===== src/rtl/fan_speed_ctrl_if.sv =====
`default_nettype none
// ============================================================================
//  Module      : fan_speed_ctrl_if
//  Description : Wishbone slave bus bundle for the fan speed controller.
//                The master modport drives the request side; the slave
//                modport returns registered read data and ack.
//  Revision    : 1.0  initial release
// ============================================================================
interface fan_speed_ctrl_if;
   logic        wb_stb_i;
   logic        wb_cyc_i;
   logic        wb_we_i;
   logic [15:0] wb_adr_i;
   logic [15:0] wb_dat_i;
   logic [15:0] wb_dat_o;
   logic        wb_ack_o;

   modport master (
      output wb_stb_i, wb_cyc_i, wb_we_i, wb_adr_i, wb_dat_i,
      input  wb_dat_o, wb_ack_o
   );

   modport slave (
      input  wb_stb_i, wb_cyc_i, wb_we_i, wb_adr_i, wb_dat_i,
      output wb_dat_o, wb_ack_o
   );
endinterface
`default_nettype wire


===== src/rtl/fan_speed_ctrl.sv =====
`default_nettype none
// ============================================================================
//  Module      : fan_speed_ctrl
//  Description : Closed-loop fan controller. Per-fan 8-bit PWM, tachometer
//                edge counting per measurement window with stall flags, and
//                temperature snooping from the ADC stream. AUTO mode raises
//                duty from temperature thresholds and forces full speed when
//                the temperature is stale or the thresholds are inverted.
//  Revision    : 1.0  initial release
// ============================================================================
module fan_speed_ctrl #(
   parameter int         NUM_FANS     = 3,
   parameter int         PWM_PRESCALE = 16,
   parameter int         TACH_WINDOW  = 1000000,
   parameter logic [4:0] TEMP_CHANNEL = 5'd0,
   parameter int         TEMP_TIMEOUT = 2000000
) (
   input  wire                  wb_clk_i,
   input  wire                  wb_rst_i,
   fan_speed_ctrl_if.slave      wb,
   input  wire  [11:0]          adc_result,
   input  wire  [4:0]           adc_channel,
   input  wire                  adc_strb,
   input  wire  [NUM_FANS-1:0]  fan_sense,
   output logic [NUM_FANS-1:0]  fan_control
);

   localparam int c_PRE_W = (PWM_PRESCALE > 1) ? $clog2(PWM_PRESCALE) : 1;
   localparam int c_WIN_W = (TACH_WINDOW > 1) ? $clog2(TACH_WINDOW) : 1;
   localparam int c_TMO_W = $clog2(TEMP_TIMEOUT + 1);

   // Bus side
   logic        r_ack;
   logic [15:0] r_dat;
   logic        w_wb_req;
   logic        w_wb_wr;
   logic [3:0]  w_addr;
   logic [15:0] w_rd_data;
   logic        w_unused_bits;

   // Configuration and temperature
   logic               r_mode;
   logic [11:0]        r_temp_lo;
   logic [11:0]        r_temp_hi;
   logic [11:0]        r_temp;
   logic               r_temp_valid;
   logic [c_TMO_W-1:0] r_tmo_cnt;
   logic [7:0]         r_duty     [NUM_FANS];
   logic [7:0]         w_eff      [NUM_FANS];
   logic               w_temp_hit;

   // PWM
   logic [c_PRE_W-1:0] r_pre_cnt;
   logic [7:0]         r_phase;
   logic [7:0]         r_duty_act [NUM_FANS];
   logic               w_tick;

   // Tachometer
   logic [NUM_FANS-1:0] r_sync1;
   logic [NUM_FANS-1:0] r_sync2;
   logic [NUM_FANS-1:0] r_sense_d;
   logic [NUM_FANS-1:0] w_edge;
   logic [c_WIN_W-1:0]  r_win_cnt;
   logic                w_win_tc;
   logic [15:0]         r_edge_cnt [NUM_FANS];
   logic [15:0]         r_tach     [NUM_FANS];
   logic [NUM_FANS-1:0] r_stall;

   assign w_wb_req      = wb.wb_cyc_i & wb.wb_stb_i & ~r_ack;
   assign w_wb_wr       = w_wb_req & wb.wb_we_i;
   assign w_addr        = wb.wb_adr_i[3:0];
   assign wb.wb_ack_o   = r_ack;
   assign wb.wb_dat_o   = r_dat;
   assign w_unused_bits = ^{wb.wb_adr_i[15:4], wb.wb_dat_i[15:12]};
   assign w_temp_hit    = adc_strb && (adc_channel == TEMP_CHANNEL);
   assign w_tick        = (r_pre_cnt == c_PRE_W'(PWM_PRESCALE - 1));
   assign w_win_tc      = (r_win_cnt == c_WIN_W'(TACH_WINDOW - 1));
   assign w_edge        = r_sync2 & ~r_sense_d;

   // Read data mux; anything not matched reads as zero
   always_comb begin
      w_rd_data = '0;
      case (w_addr)
         4'h0:    w_rd_data = {15'd0, r_mode};
         4'h1:    w_rd_data = {4'd0, r_temp_lo};
         4'h2:    w_rd_data = {4'd0, r_temp_hi};
         4'h3:    w_rd_data = {r_temp_valid, 3'b000, r_temp};
         4'h4:    w_rd_data[NUM_FANS-1:0] = r_stall;
         default: w_rd_data = '0;
      endcase
      for (int n = 0; n < NUM_FANS; n++) begin
         if (w_addr == 4'(8 + n))  w_rd_data = {8'd0, r_duty[n]};
         if (w_addr == 4'(12 + n)) w_rd_data = r_tach[n];
      end
   end

   // Single-cycle ack with read data captured on the same edge
   always_ff @(posedge wb_clk_i or posedge wb_rst_i) begin
      if (wb_rst_i) begin
         r_ack <= 1'b0;
         r_dat <= '0;
      end else begin
         r_ack <= w_wb_req;
         if (w_wb_req && !wb.wb_we_i) r_dat <= w_rd_data;
      end
   end

   // Writable configuration registers; RO and unmapped writes fall through
   always_ff @(posedge wb_clk_i or posedge wb_rst_i) begin
      if (wb_rst_i) begin
         r_mode    <= 1'b0;
         r_temp_lo <= 12'h800;
         r_temp_hi <= 12'hC00;
         for (int n = 0; n < NUM_FANS; n++) r_duty[n] <= 8'hFF;
      end else if (w_wb_wr) begin
         if (w_addr == 4'h0) r_mode    <= wb.wb_dat_i[0];
         if (w_addr == 4'h1) r_temp_lo <= wb.wb_dat_i[11:0];
         if (w_addr == 4'h2) r_temp_hi <= wb.wb_dat_i[11:0];
         for (int n = 0; n < NUM_FANS; n++) begin
            if (w_addr == 4'(8 + n)) r_duty[n] <= wb.wb_dat_i[7:0];
         end
      end
   end

   // Temperature snoop with staleness timeout; a fresh sample beats expiry
   always_ff @(posedge wb_clk_i or posedge wb_rst_i) begin
      if (wb_rst_i) begin
         r_temp       <= '0;
         r_temp_valid <= 1'b0;
         r_tmo_cnt    <= '0;
      end else if (w_temp_hit) begin
         r_temp       <= adc_result;
         r_temp_valid <= 1'b1;
         r_tmo_cnt    <= '0;
      end else if (r_tmo_cnt == c_TMO_W'(TEMP_TIMEOUT)) begin
         r_temp_valid <= 1'b0;
      end else begin
         r_tmo_cnt    <= r_tmo_cnt + 1'b1;
      end
   end

   // Effective duty: manual value, or temperature-driven floor in AUTO
   always_comb begin
      for (int n = 0; n < NUM_FANS; n++) begin
         w_eff[n] = r_duty[n];
         if (r_mode) begin
            if (!r_temp_valid || (r_temp_lo >= r_temp_hi) || (r_temp >= r_temp_hi))
               w_eff[n] = 8'hFF;
            else if (r_temp > r_temp_lo)
               w_eff[n] = (r_duty[n] < 8'd192) ? 8'd192 : r_duty[n];
         end
      end
   end

   // PWM timebase; active duty only reloads when the phase wraps to zero
   always_ff @(posedge wb_clk_i or posedge wb_rst_i) begin
      if (wb_rst_i) begin
         r_pre_cnt <= '0;
         r_phase   <= '0;
         for (int n = 0; n < NUM_FANS; n++) r_duty_act[n] <= 8'hFF;
      end else if (w_tick) begin
         r_pre_cnt <= '0;
         r_phase   <= r_phase + 8'd1;
         if (r_phase == 8'hFF) begin
            for (int n = 0; n < NUM_FANS; n++) r_duty_act[n] <= w_eff[n];
         end
      end else begin
         r_pre_cnt <= r_pre_cnt + 1'b1;
      end
   end

   // Registered PWM outputs; 0 and 255 are held constant
   always_ff @(posedge wb_clk_i or posedge wb_rst_i) begin
      if (wb_rst_i) begin
         fan_control <= '1;
      end else begin
         for (int n = 0; n < NUM_FANS; n++) begin
            if (r_duty_act[n] == 8'hFF)      fan_control[n] <= 1'b1;
            else if (r_duty_act[n] == 8'h00) fan_control[n] <= 1'b0;
            else                             fan_control[n] <= (r_phase < r_duty_act[n]);
         end
      end
   end

   // Tach input synchroniser and edge-detect history
   always_ff @(posedge wb_clk_i or posedge wb_rst_i) begin
      if (wb_rst_i) begin
         r_sync1   <= '0;
         r_sync2   <= '0;
         r_sense_d <= '0;
      end else begin
         r_sync1   <= fan_sense;
         r_sync2   <= r_sync1;
         r_sense_d <= r_sync2;
      end
   end

   // Window counting, per-fan edge counts, capture and stall evaluation
   always_ff @(posedge wb_clk_i or posedge wb_rst_i) begin
      if (wb_rst_i) begin
         r_win_cnt <= '0;
         r_stall   <= '0;
         for (int n = 0; n < NUM_FANS; n++) begin
            r_edge_cnt[n] <= '0;
            r_tach[n]     <= '0;
         end
      end else begin
         r_win_cnt <= w_win_tc ? '0 : r_win_cnt + 1'b1;
         for (int n = 0; n < NUM_FANS; n++) begin
            if (w_win_tc) begin
               r_tach[n]     <= r_edge_cnt[n];
               r_edge_cnt[n] <= {15'd0, w_edge[n]};
               r_stall[n]    <= (r_edge_cnt[n] == 16'd0) && (r_duty_act[n] != 8'd0);
            end else if (w_edge[n] && (r_edge_cnt[n] != 16'hFFFF)) begin
               r_edge_cnt[n] <= r_edge_cnt[n] + 16'd1;
            end
         end
      end
   end

endmodule
`default_nettype wire


===== src/flat_wrapper.sv =====
// flat-port wrapper written by rule: the top's interface ports become plain ports
module fan_speed_ctrl_flat 
#(
   parameter int         NUM_FANS     = 3,
   parameter int         PWM_PRESCALE = 16,
   parameter int         TACH_WINDOW  = 1000000,
   parameter logic [4:0] TEMP_CHANNEL = 5'd0,
   parameter int         TEMP_TIMEOUT = 2000000
)
  (wb_clk_i, wb_rst_i, adc_result, adc_channel, adc_strb, fan_sense, fan_control, wb_wb_stb_i, wb_wb_cyc_i, wb_wb_we_i, wb_wb_adr_i, wb_wb_dat_i, wb_wb_dat_o, wb_wb_ack_o);
  fan_speed_ctrl_if wb_i ();
  input  wire wb_clk_i;
  input  wire wb_rst_i;
  input  wire  [11:0] adc_result;
  input  wire  [4:0] adc_channel;
  input  wire adc_strb;
  input  wire  [NUM_FANS-1:0] fan_sense;
  output logic [NUM_FANS-1:0] fan_control;
  input wire logic [$bits(wb_i.wb_stb_i)-1:0] wb_wb_stb_i;
  input wire logic [$bits(wb_i.wb_cyc_i)-1:0] wb_wb_cyc_i;
  input wire logic [$bits(wb_i.wb_we_i)-1:0] wb_wb_we_i;
  input wire logic [$bits(wb_i.wb_adr_i)-1:0] wb_wb_adr_i;
  input wire logic [$bits(wb_i.wb_dat_i)-1:0] wb_wb_dat_i;
  output wire logic [$bits(wb_i.wb_dat_o)-1:0] wb_wb_dat_o;
  output wire logic [$bits(wb_i.wb_ack_o)-1:0] wb_wb_ack_o;
  assign wb_i.wb_stb_i = wb_wb_stb_i;
  assign wb_i.wb_cyc_i = wb_wb_cyc_i;
  assign wb_i.wb_we_i = wb_wb_we_i;
  assign wb_i.wb_adr_i = wb_wb_adr_i;
  assign wb_i.wb_dat_i = wb_wb_dat_i;
  assign wb_wb_dat_o = wb_i.wb_dat_o;
  assign wb_wb_ack_o = wb_i.wb_ack_o;
  fan_speed_ctrl #(.NUM_FANS(NUM_FANS), .PWM_PRESCALE(PWM_PRESCALE), .TACH_WINDOW(TACH_WINDOW), .TEMP_CHANNEL(TEMP_CHANNEL), .TEMP_TIMEOUT(TEMP_TIMEOUT)) u_core (.wb_clk_i(wb_clk_i), .wb_rst_i(wb_rst_i), .wb(wb_i), .adc_result(adc_result), .adc_channel(adc_channel), .adc_strb(adc_strb), .fan_sense(fan_sense), .fan_control(fan_control));
endmodule

===== config.mk =====
export PLATFORM = sky130hd
export DESIGN_NAME = fan_speed_ctrl_flat
export DESIGN_NICKNAME = d
export VERILOG_FILES = /design/src/rtl/fan_speed_ctrl_if.sv /design/src/rtl/fan_speed_ctrl.sv /design/src/flat_wrapper.sv
export SDC_FILE = /design/constraint.sdc
export NUM_CORES = 1
export LEC_CHECK = 0
export ABC_CLOCK_PERIOD_IN_PS = 9130
export CAP_MARGIN = 25
export CORE_MARGIN = 3
export CORE_UTILIZATION = 54
export CTS_CLUSTER_SIZE = 24
export DETAILED_ROUTE_END_ITERATION = 16
export GPL_TIMING_DRIVEN = 0
export PLACE_DENSITY = 0.76
export SLEW_MARGIN = 20
export SYNTH_ARGS = -nofsm -noshare
export SYNTH_HDL_FRONTEND = slang
export SYNTH_SLANG_ARGS = --single-unit

===== constraint.sdc =====
create_clock -name wb_clk_i -period 9.13 [get_ports wb_clk_i]
set_clock_uncertainty 0.1 [all_clocks]
set_input_delay 2.2825 -clock wb_clk_i [delete_from_list [all_inputs] [get_ports wb_clk_i]]
set_output_delay 2.2825 -clock wb_clk_i [all_outputs]
set_load 0.05 [all_outputs]

==> flow_summary.json, run 1 <==
{
  "status": "finished, final reports clean",
  "die_area_um2": 27200,
  "drive_gt1_frac": 0.113,
  "syn_avg_cell_area_um2": 9.61,
  "required_ns": 9.47,
  "synth_xor_area_frac": 0.0488,
  "ff2ff_setup_slack_ns": 5.87,
  "hold_depth": 0,
  "r2r-start": "u_core.r_temp_hi[11]$_DFFE_PP1P_",
  "first_pass_iters": 6,
  "ys_seq_area_frac": 0.495,
  "crit_type": "input port to flop",
  "coreArea_um2": 24500,
  "cp-start-kind": "input port",
  "r2r-end": "u_core.r_duty_act[9]$_DFFE_PP1P_",
  "synthAdderAreaFrac": 0.0624,
  "synth_nets": 1544,
  "ir_worst_vdd_mv": 0.160,
  "fin_nets": 1645,
  "finalSetupTns_ns": 0,
  "relSlewSlack": 0.421,
  "synth_top_family_by_area": "simple AND/OR/NAND/NOR gates",
  "hold_buffers": 0,
  "hold_violations": 0,
  "ys_types": 63,
  "gp_congestion": 0.972,
  "netlist_instances": 1418,
  "dpl.hpwl_um": 25400,
  "grt_pass1_wl_um": 55700,
  "holdWs_ns": 0.246,
  "avgRoutedWirePerCell_um": 18.4,
  "grt_busiest_layer": "met2",
  "syn_area_um2": 13600,
  "min-delay-start": "u_core.r_sync1[0]$_DFF_PP0_",
  "hp-class": "flop to flop",
  "critPathMaxStageDelay_ns": 0.62,
  "cts-resized-gates": 0,
  "synth_top_area_share": 0.391,
  "antenna_found_initial": 0,
  "drv_slew": 0,
  "cts_max_level": 1,
  "area_growth_pct": 16.5,
  "grtUsageMet3": 0.0309,
  "path_cells": "clkdlybuf4s50_1 > clkbuf_1 > clkbuf_1 > mux2i_1 > o221ai_1 > o21ai_0 > o211ai_1 > a22o_1",
  "synth_edf_count": 0,
  "end_kind": "flop",
  "ys_ff_latch": 267,
  "r2r.worst_path.cells": 9,
  "drc": 0,
  "via_per_inst": 5.88,
  "synth.area.mux_share": 0.0440,
  "slowest_stage": "clkdlybuf4s50_1",
  "crit_path_max_fanout": 10,
  "vias": 10974,
  "grt_overflow": 0,
  "grt_max_degree": 34,
  "io_buffers": 61,
  "rsz0062_at_grt": "no",
  "die_w_um": 165,
  "maxCapViolations": 0,
  "fin_crit_ns": 4.69,
  "finalCritPeriodShare": 0.514,
  "diodes": 0,
  "clock-root-buffer": "clkbuf_16",
  "gr-usage-met2": 0.418,
  "cts_buffers": 29,
  "track_usage": 0.255,
  "die_h_um": 165,
  "cts.sinks": 267,
  "final_cell_area_um2": 15900,
  "drt_wl_total_um": 34300,
  "fin_util": 0.647,
  "nFillCells": 1987,
  "clkTransAtPathRegs_ns": 0.06,
  "synthSimpleGateAreaFrac": 0.202,
  "synth.area.top_cells": "dfrtp_1 (39%), dfstp_2 (10%), nand2_1 (6.4%), ha_1 (6.2%), nor2_1 (3.6%)",
  "p_total_uw": 3200,
  "place_area_um2": 14800,
  "use_met1": 0.350,
  "clk_latency_ns": 0.55,
  "timing.fmax_mhz": 213,
  "ant_nets": 0,
  "arrival_ns": 5.04,
  "grt_pass1_vias": 10694,
  "worst_path_most_repeated_cell": "clkbuf_1",
  "leakage_uw": 0.00714,
  "ys.flop_type": "dfrtp_1",
  "drt-initial-drc-count": 870,
  "yosys_warnings": 0,
  "ios": 78,
  "powerDensity_nw_per_um2": 201,
  "holdPathEnd": "u_core.r_sync2[0]$_DFF_PP0_",
  "yosysTopAreaCell": "dfrtp_1",
  "worstMarginPinSlew_ns": 0.862,
  "cts_tree": "done",
  "clock_path_buffers": 3,
  "initial_core_util": 0.556,
  "finalSetupViolCount": 0,
  "rows": 57,
  "post-cts-setup-buffers": 0,
  "synth-async-reset-ratio": 1.00,
  "synth_compound_area_frac": 0.112
}
-- worst max path at each step --
| stage | from | endpoint | slack (ns) | depth (start not counted) |
|---|---|---|---|---|
| after floorplan | wb_rst_i | u_core.r_edge_cnt[0]$_DFFE_PP0P_ | 3.27 | 1 |
| after CTS | wb_wb_adr_i[1] | u_core.wb.wb_dat_o[6]$_DFFE_PP0P_ | 4.56 | 8 |
| after detailed placement | wb_wb_adr_i[1] | u_core.wb.wb_dat_o[6]$_DFFE_PP0P_ | 3.97 | 8 |
| after global routing | wb_wb_adr_i[3] | u_core.r_temp_lo[2]$_DFFE_PP0P_ | 4.31 | 7 |
| after global placement | wb_rst_i | u_core.r_phase[4]$_DFFE_PP0P_ | 1.36 | 2 |
| final | wb_wb_adr_i[1] | u_core.wb.wb_dat_o[6]$_DFFE_PP0P_ | 4.44 | 8 |
-- per-stage QoR --
step,std cells,worst slack [ns]
after CTS,1866,4.56
after detailed placement,1812,3.97
final,1866,4.44
after global placement,1803,1.36
after floorplan,1418,3.27
after global routing,1866,4.31
-- registers in the layout, indices dropped and copies added (netlist names), 16 cells and up --
signal / count
u_core.r_tmo_cnt: 21
u_core.r_duty_act: 24
u_core.r_edge_cnt: 48
u_core.wb.wb_dat_o: 16
u_core.r_tach: 48
u_core.r_duty: 24
u_core.r_win_cnt: 20
-- synthesized netlist by cell type, drive strengths merged, types with 3 or more instances --
cell type and count:
a21oi 38, ha 68, and3 24, o31ai 7, nor3 12, o221ai 5
mux2 39, a32oi 3, o21a 4, nand2 233, nor2b 14, a22o 14
nand4 37, a21o 3, buf 15, dfrtp 213, dfstp 54, nor2 130
o41ai 6, xor2 48, a211oi 8, and4 6, a31oi 14, inv 61
a22oi 11, mux2i 16, o32a 9, or4 6, nor4 18, nand3b 6
nand2b 7, or3 8, and2 5, nand3 76, clkbuf 47, xnor2 28
o21ai 95, o211ai 6
-- layer usage --
layer	wire (um)	vias up
met5	0	-
met4	1260	0
met3	1960	81
met2	16200	359
met1	14900	5362
li1	-	5172
-- cell usage in the layout, fill, tap and decap left out, types with 9 or more instances in the layout --
cell type | Yosys | routed
nand2_1 | 233 | 233
dfrtp_1 | 213 | 213
nor2_1 | 130 | 130
o21ai_0 | 95 | 95
nand3_1 | 76 | 76
ha_1 | 68 | 68
clkdlybuf4s50_1 | 0 | 61
inv_1 | 61 | 60
dfstp_2 | 54 | 54
clkbuf_1 | 46 | 49
xor2_1 | 48 | 48
mux2_2 | 39 | 39
a21oi_1 | 38 | 38
nand4_1 | 37 | 37
clkbuf_16 | 0 | 29
xnor2_1 | 28 | 28
and3_1 | 24 | 24
nor4_1 | 17 | 17
mux2i_1 | 16 | 16
nor2b_1 | 14 | 14
a31oi_1 | 14 | 14
a22o_1 | 14 | 14
buf_2 | 13 | 13
nor3_1 | 11 | 11
a22oi_1 | 11 | 11
o32a_1 | 9 | 9
-- power breakdown --
group          switching, uW  leakage (uW)  internal [uW]
registers                132       0.00332           1310
logic                    284       0.00330            202
clock network            479      0.000524            792
-- cells by family after synthesis --
family | count (synthesis)
compound gates | 237
xor+xnor | 76
fa+ha+maj | 68
buf+inv | 123
flops | 267
mux | 55
simple gates | 592
-- worst max-delay path: cells and delay by family --
| kind | cells | cell delay (ns) |
|---|---|---|
| multiplexers | 1 | 0.37 |
| buffers and inverters | 3 | 1.58 |
| AO/OA/AOI/OAI | 4 | 0.79 |
-- layout make-up --
type	count	area, um^2	share of cell area
plain buffers	62	258	0.0162
clock buffers	37	806	0.0507
clock inverters	17	241	0.0152
inverters	61	233	0.0147
multi-input cells	1028	6390	0.403
flip-flops and latches	267	6750	0.425
well taps	324	405	0.0255
repair buffers	70	798	0.0503
No activity file was read; power rests on OpenSTA's default activity.
==> run 2, diff against run 1 <==
--- a/config.mk
+++ b/config.mk
@@ -5,7 +5,7 @@
 export SDC_FILE = /design/constraint.sdc
 export NUM_CORES = 1
 export LEC_CHECK = 0
-export ABC_CLOCK_PERIOD_IN_PS = 9130
+export ABC_CLOCK_PERIOD_IN_PS = 4000
 export CAP_MARGIN = 25
 export CORE_MARGIN = 3
 export CORE_UTILIZATION = 54
==> constraint.sdc (replaced) <==
create_clock -name wb_clk_i -period 4 [get_ports wb_clk_i]
set_clock_uncertainty 0.1 [all_clocks]
set_input_delay 1 -clock wb_clk_i [delete_from_list [all_inputs] [get_ports wb_clk_i]]
set_output_delay 1 -clock wb_clk_i [all_outputs]
set_load 0.05 [all_outputs]
==> results of run 2 <==
The final DEF is identical to that of run 1. Status: finished, final reports clean.
Among the figures that moved: setup slack after placement 3.97 ns -> 0.126 ns; setup slack after layout 4.44 ns -> 0.588 ns; register-to-register setup slack 5.87 ns -> 0.74 ns; total power 3200 uW -> 7290 uW; worst IR drop on VDD 0.160 mV -> 0.365 mV
